File: src/rtl/serial_sub_pkg.sv
// Shared definitions for the bit-serial subtractor: FSM encoding, default
// operand width and the bit-counter sizing helper.
package serial_sub_pkg;

    typedef enum logic [1:0] {
        S_IDLE  = 2'd0,
        S_SHIFT = 2'd1,
        S_DONE  = 2'd2
    } state_t;

    localparam int DEFAULT_WIDTH = 8;

    // Counter must index WIDTH bit positions; never narrower than one bit.
    function automatic int cnt_width(input int w);
        return (w > 1) ? $clog2(w) : 1;
    endfunction

endpackage

File: src/rtl/serial_sub_full_sub.sv
// Combinational one-bit full subtractor: x - y - bi gives difference d and
// borrow-out bo.
module serial_sub_full_sub (
    input  logic x,
    input  logic y,
    input  logic bi,
    output logic d,
    output logic bo
);

    assign d  = x ^ y ^ bi;
    assign bo = (~x & y) | (~x & bi) | (y & bi);

endmodule

File: src/rtl/serial_sub.sv
// Bit-serial two's-complement subtractor: resolves a - b - bin one bit per
// clock, LSB first, through a registered borrow, then pulses done.
module serial_sub
    import serial_sub_pkg::*;
#(
    parameter int WIDTH = DEFAULT_WIDTH
) (
    input  logic             clk,
    input  logic             rst,
    input  logic             start,
    input  logic [WIDTH-1:0] a,
    input  logic [WIDTH-1:0] b,
    input  logic             bin,
    output logic             busy,
    output logic             done,
    output logic [WIDTH-1:0] diff,
    output logic             bout,
    output logic             ovf
);

    localparam int CW = cnt_width(WIDTH);

    state_t           state_r;
    state_t           state_s;
    logic [WIDTH-1:0] sa_r;
    logic [WIDTH-1:0] sb_r;
    logic [WIDTH-2:0] dreg_r;
    logic             borrow_r;
    logic [CW-1:0]    cnt_r;
    logic             a_msb_r;
    logic             b_msb_r;
    logic [WIDTH-1:0] diff_r;
    logic             bout_r;
    logic             ovf_r;
    logic             busy_r;
    logic             done_r;

    logic             start_ok_s;
    logic             last_s;
    logic             d_s;
    logic             bo_s;
    logic [WIDTH-1:0] cat_s;

    serial_sub_full_sub u_full_sub (
        .x  (sa_r[0]),
        .y  (sb_r[0]),
        .bi (borrow_r),
        .d  (d_s),
        .bo (bo_s)
    );

    // New work is accepted only when idle or in the result cycle.
    assign start_ok_s = start && ((state_r == S_IDLE) || (state_r == S_DONE));
    assign last_s     = (state_r == S_SHIFT) && (cnt_r == CW'(WIDTH - 1));
    // Full result: the bit being resolved now on top of the WIDTH-1 earlier bits.
    assign cat_s      = {d_s, dreg_r};

    // Next-state decode.
    always_comb begin
        state_s = state_r;
        case (state_r)
            S_IDLE: begin
                if (start) state_s = S_SHIFT;
                else       state_s = S_IDLE;
            end
            S_SHIFT: begin
                if (cnt_r == CW'(WIDTH - 1)) state_s = S_DONE;
                else                         state_s = S_SHIFT;
            end
            S_DONE: begin
                if (start) state_s = S_SHIFT;
                else       state_s = S_IDLE;
            end
            default: state_s = S_IDLE;
        endcase
    end

    // State register with registered busy/done decoded from the next state.
    always_ff @(posedge clk or posedge rst) begin
        if (rst) begin
            state_r <= S_IDLE;
            busy_r  <= 1'b0;
            done_r  <= 1'b0;
        end else begin
            state_r <= state_s;
            busy_r  <= (state_s == S_SHIFT);
            done_r  <= (state_s == S_DONE);
        end
    end

    // Operand shift registers, borrow chain and bit counter.
    always_ff @(posedge clk or posedge rst) begin
        if (rst) begin
            sa_r     <= '0;
            sb_r     <= '0;
            dreg_r   <= '0;
            borrow_r <= 1'b0;
            cnt_r    <= '0;
            a_msb_r  <= 1'b0;
            b_msb_r  <= 1'b0;
        end else if (start_ok_s) begin
            sa_r     <= a;
            sb_r     <= b;
            dreg_r   <= '0;
            borrow_r <= bin;
            cnt_r    <= '0;
            a_msb_r  <= a[WIDTH-1];
            b_msb_r  <= b[WIDTH-1];
        end else if (state_r == S_SHIFT) begin
            sa_r     <= sa_r >> 1;
            sb_r     <= sb_r >> 1;
            dreg_r   <= cat_s[WIDTH-1:1];
            borrow_r <= bo_s;
            cnt_r    <= cnt_r + CW'(1);
        end
    end

    // Result registers: cleared on acceptance, loaded on the final bit.
    always_ff @(posedge clk or posedge rst) begin
        if (rst) begin
            diff_r <= '0;
            bout_r <= 1'b0;
            ovf_r  <= 1'b0;
        end else if (start_ok_s) begin
            diff_r <= '0;
            bout_r <= 1'b0;
            ovf_r  <= 1'b0;
        end else if (last_s) begin
            diff_r <= cat_s;
            bout_r <= bo_s;
            ovf_r  <= (a_msb_r != b_msb_r) && (d_s != a_msb_r);
        end
    end

    assign busy = busy_r;
    assign done = done_r;
    assign diff = diff_r;
    assign bout = bout_r;
    assign ovf  = ovf_r;

endmodule
File: config.mk
export PLATFORM = sky130hd
export DESIGN_NAME = serial_sub
export DESIGN_NICKNAME = d
export VERILOG_FILES = /design/src/rtl/serial_sub_pkg.sv /design/src/rtl/serial_sub_full_sub.sv /design/src/rtl/serial_sub.sv
export SDC_FILE = /design/constraint.sdc
export NUM_CORES = 1
export LEC_CHECK = 0
export CORE_MARGIN = 3
export CORE_UTILIZATION = 51
export DETAILED_ROUTE_END_ITERATION = 10
export PLACE_DENSITY = 0.78
export SYNTH_ARGS = -nofsm -noshare
export SYNTH_HDL_FRONTEND = slang
export SYNTH_SLANG_ARGS = --single-unit
File: constraint.sdc
create_clock -name clk -period 2.1 [get_ports clk]
set_clock_uncertainty 0.15 [all_clocks]
set_input_delay 0.42 -clock clk [delete_from_list [all_inputs] [get_ports clk]]
set_output_delay 0.42 -clock clk [all_outputs]
set_load 0.03 [all_outputs]
### Word-level counts from Yosys, hierarchy flattened

Cells that the tools add are included.

| cells by class | value |
|---|---|
| equal/unequal tests | 7 |
| bitwise operators | 8 |
| mux-type cells | 19 |
| reductions and logical operators | 8 |
| $add $sub $neg | 1 |

Operators by type and width:

| cell | count |
|---|---|
| 8-bit 2-to-1 mux | 6 |
| 7-bit 2-to-1 mux | 2 |
| 1-bit 2-to-1 mux | 7 |
| 3-bit 2-to-1 mux | 2 |
| 2-bit by 1-bit == test with 1-bit output, second input constant | 2 |
| 2-bit == test, second input constant | 2 |
| 2-bit one-hot mux with 2 select lines | 1 |
| 2-bit nonzero test | 2 |
| 3-bit by 1-bit adder with 3-bit output, second input constant | 1 |
| 1-bit AND | 3 |
| 3-bit == test, second input constant | 1 |
| 1-bit logical AND | 3 |
| 2-bit zero test | 1 |
| 2-bit 2-to-1 mux | 1 |
| 1-bit != test | 2 |
| 1-bit bitwise OR | 2 |
| 2-bit OR reduction | 1 |
| 1-bit XOR | 2 |
| 1-bit logical OR | 1 |
| 1-bit NOT | 1 |

| storage, ports and cells | value |
|---|---|
| output and inout port bits | 12 |
| flip-flop bits (word level) | 43 |

### Longest topological paths before layout

| logic depth | value |
|---|---|
| depth after elaboration | 6 |
| mapped depth | 6 |

### Cells and area by module

From an unflattened synthesis, not the netlist that was laid out.

| unflattened totals | value |
|---|---|
| cell total of the unflattened synthesis | 173 |
| area total of the unflattened synthesis | 1785.5 um2 |

By module, submodules not included:

| module | area an instance (um2) | times used | cells an instance |
|---|---|---|---|
| serial_sub | 1757.9 | 1 | 170 |
| serial_sub_full_sub | 27.5 | 1 | 3 |

### Worst setup path after synthesis

No wires, ideal clock.

| timing | value |
|---|---|
| kind | register to register |
| start | reg cnt_r[0] |
| end | reg diff_r[0] (netlist: diff[0]) |
| buffers on the path | 1 |
| stages on the path, launching flop included | 7 |
| setup slack | 0.534 ns |
| arrival | 1.350 ns |
| data required time | 1.884 ns |
| cell sequence | dfrtp_1 > ha_1 > ha_1 > nand3b_1 > clkbuf_1 > nand3_1 > nand2_1 |

| between the ends | value |
|---|---|
| longest elaborated chain between the ends | 3 |

RTL lines:

| item | line | text |
|---|---|---|
| start, declared | serial_sub.sv:29 | `logic [CW-1:0] cnt_r;` |
| start signal, assigned | serial_sub.sv:114 | `cnt_r <= cnt_r + CW'(1);` |
| 3-bit == test | serial_sub.sv:54 | `assign last_s = (state_r == S_SHIFT) && (cnt_r == CW'(WIDTH - 1));` |
| 1-bit logical AND | serial_sub.sv:54 |  |
| 2-bit nonzero test (no line) | - |  |
| end signal, assigned | serial_sub.sv:129 | `diff_r <= cat_s;` |
| end, declared | serial_sub.sv:32 | `logic [WIDTH-1:0] diff_r;` |

Every way passes these cells.
A chain may end at the register's enable or synchronous reset.

### Worst setup path in the final report

| timing | value |
|---|---|
| start | reg bout_r (netlist: bout) |
| end | out bout |

RTL lines:

| item | line | text |
|---|---|---|
| start, declared | serial_sub.sv:33 | `logic bout_r;` |
| start signal, assigned | serial_sub.sv:130 | `bout_r <= bo_s;` |
| end, declared | serial_sub.sv:17 | `output logic bout,` |

No word-level cell between the ends.

==> metrics <==
status finished clean; total die area 4230 um2; # resized after CTS 0; Yosys top cell by area dfrtp_1; count leader, synth dfrtp_1; antenna-violating nets left 0; clock power share 0.129; Pint 1.91 mW; maximum buffer depth of the clock tree 2; slowest library cell on the worst path clkdlybuf4s50_1; Starting DRT DRC Count 73; Post-DP HPWL ~2.5 mm; buffer and inverter count on the worst path 1; element type at the critical path end output port; Fill cells approximately 260; final-report max-slew violation count 0; Tmin final 1.96 ns; Clock Pin Slew Worst Setup and Hold Paths 0.12 ns; Warnings, synthesis 0; std cell rows 20; largest net degree at the start of global routing between 40 and 50; Max-Cap Viols 0; CP Class register to output port; first drt pass iteration count 4; crit-path max FO 2; Core ar. 3180 um2; Hold Vio Cnt, Final 0; ys flop type dfrtp_1; first-pass GRT wire length ~6.3 mm; RSZ-0062 raised after global routing no; mux share of post-synthesis cell area 0; hold slack about 0.35 ns; worst slew slack as a fraction of its limit 0.651; largest family of logic cells by synthesized area simple AND/OR/NAND/NOR gates; Die H approximately 65 um; mapped cell area 1780 um2; setup TNS 0 ns; Root Buffer clkbuf_4; Startpoint Class register; Finish-stage setup viols 0; post-synthesis adder-cell area fraction 0.0254; pre-CTS WS about 0.14 ns; Remaining DRCs 0; placed cells roughly 240; Mapped Cells between 150 and 200; fraction of the yosys area taken by sequential cells 0.606; initial antenna violation count 0; switching share of power 0.390; crit path cell chain clkdlybuf4s50_1; Combinational Power Share 0.434; synth unique cells 23; synth cell count leaders dfrtp_1, nand2_1, nand3_1; syn_nets slightly below 200; Post-Layout Cell Count ~250; asr flop ratio synth 1.00; Register-to-Register Setup Slack approximately 0.45 ns; Hold Crit Class input port to asynchronous set/reset pin; Simple-Gate Fraction of Synth Area 0.191; EDFF count, synth 0; routed len/inst between 10 and 15 um; setup ws final ~0.14 ns; Worst Max-Slew Pin Slew 0.523 ns; layout cells sized above 1 0.0693; CTS sink count 43; H-Tree Level Count 2; Yosys reg bits 43; initial core utilization 0.559; Worst path top cell family by delay buffers and inverters; Chip Width 65.0 um; drt total wl 3.52 mm; # Post-CTS Setup Buffers 0; Seq pwr share 0.437; XOR/XNOR share of the synthesized area 0; Worst VDD drop 610 uV; Worst EP required between 1.5 and 2 ns; Power Density approximately 1400 nW/um2; synth top area cells dfrtp_1, nand2_1, nand3_1; CTS tree built; Nets between 200 and 250; P_leak ~1.1 nW; vias per cell roughly 5.3; vias in the first global route between 1000 and 1500; via count 1316; WP data arrival 1.39 ns; Compound-Gate Fraction of Synth Area 0.131; Area Growth Syn to Fin 23.3%; Port Buffers 31; RePlAce Congestion 0.752; overall routing resource usage 0.192; I/O pin total 32; FMAX 509 MHz; syn avg cell area roughly 10 um2; CTS Buf Count 5; total congestion overflow 0; fin crit share 0.936; Hold-fix buffers, CTS 0; share of the synthesized area in the top cell type 0.606; worst-skew pair later-pin latency 0.35 ns; NetSw between 1 and 1.5 mW; Finished Core Util 0.689; Crit path largest cell delay 0.67 ns; diode count 0
## layer usage
layer | GRT usage | vias up | share of wire
met2 | 0.331 | 31 | 0.50
met4 | 0.0570 | 0 | 0.011
met1 | 0.240 | 631 | 0.44
met3 | 0.0451 | 7 | 0.050
li1 | - | 647 | -
met5 | 0 | - | 0
## power groups by stage
stage                     combinational (mW)  sequential, mW  clock (mW)
after floorplan                        0.836            1.49           0
after global placement                  1.31            1.37           0
after detailed placement                1.37            1.39           0
after CTS                               1.38            1.37       0.416
after global routing                    1.50            1.42       0.461
final                                   1.36            1.37       0.403
## registers in the layout (all words and copies together) (netlist names), 2 cells and up
register,flops
diff,8
sa_r,8
sb_r,8
dreg_r,7
cnt_r,3
state_r,2
## area by class of cell
class,instances,area (um2),share of cell area
Sequential cell,43,1080,0.491
Multi-Input combinational cell,110,617,0.282
Timing Repair Buffer,37,368,0.168
Tap cell,44,55.1,0.0251
Clock buffer,6,51.3,0.0234
Inverter,5,18.8,0.00857
Clock inverter,1,5.00,0.00228
## worst reg2reg max path, delay by kind of cell (launching register included)
kind | cells | cell delay, ns
AO/OA/AOI/OAI | 2 | 0.21
buffers and inverters | 1 | 0.06
flip-flops | 1 | 0.37
adder cells (fa/ha/maj) | 1 | 0.56
AND/OR/NAND/NOR | 1 | 0.20
## kinds of logic (layout without fill, tap and decap cells)
logic type,Yosys count,count (layout)
DFF,43,43
AOI/OAI and AO/OA,32,32
adders and majority gates,3,3
buffers and inverters,17,49
and+or+nand+nor,75,75
## cell usage in the layout (no fill, tap or decap), types with 2 or more instances in the layout
| cell | count |
|---|---|
| ha_1 | 2 |
| clkbuf_4 | 5 |
| dfrtp_1 | 43 |
| a22oi_1 | 13 |
| buf_4 | 5 |
| a221o_1 | 2 |
| nand2_1 | 41 |
| nor2_1 | 2 |
| clkdlybuf4s50_1 | 31 |
| a21oi_1 | 4 |
| nand3_1 | 24 |
| inv_1 | 4 |
| o21ai_0 | 4 |
| a22o_1 | 8 |
| nor2b_1 | 2 |
| nand2b_1 | 2 |
## final timing paths
| kind | start | to | cells past startpoint |
|---|---|---|---|
| worst max-delay path | bout | bout | 1 |
| worst min-delay path | rst | cnt_r[2] | 3 |
| worst max register to register | borrow_r | ovf | 5 |
| worst min register to register | cnt_r[0] | cnt_r[0] | 1 |
| max in group asynchronous | rst | sa_r[3] | 3 |
| min in group clk | cnt_r[0] | cnt_r[0] | 1 |
## stage by stage
step | total power, mW | cell area, um2
floorplan | 2.32 | 1780
finish | 3.13 | 2190
global placement | 2.68 | 2130
detailed placement | 2.76 | 2130
global route | 3.38 | 2190
CTS | 3.16 | 2190
(Power assumes the default switching activity.)
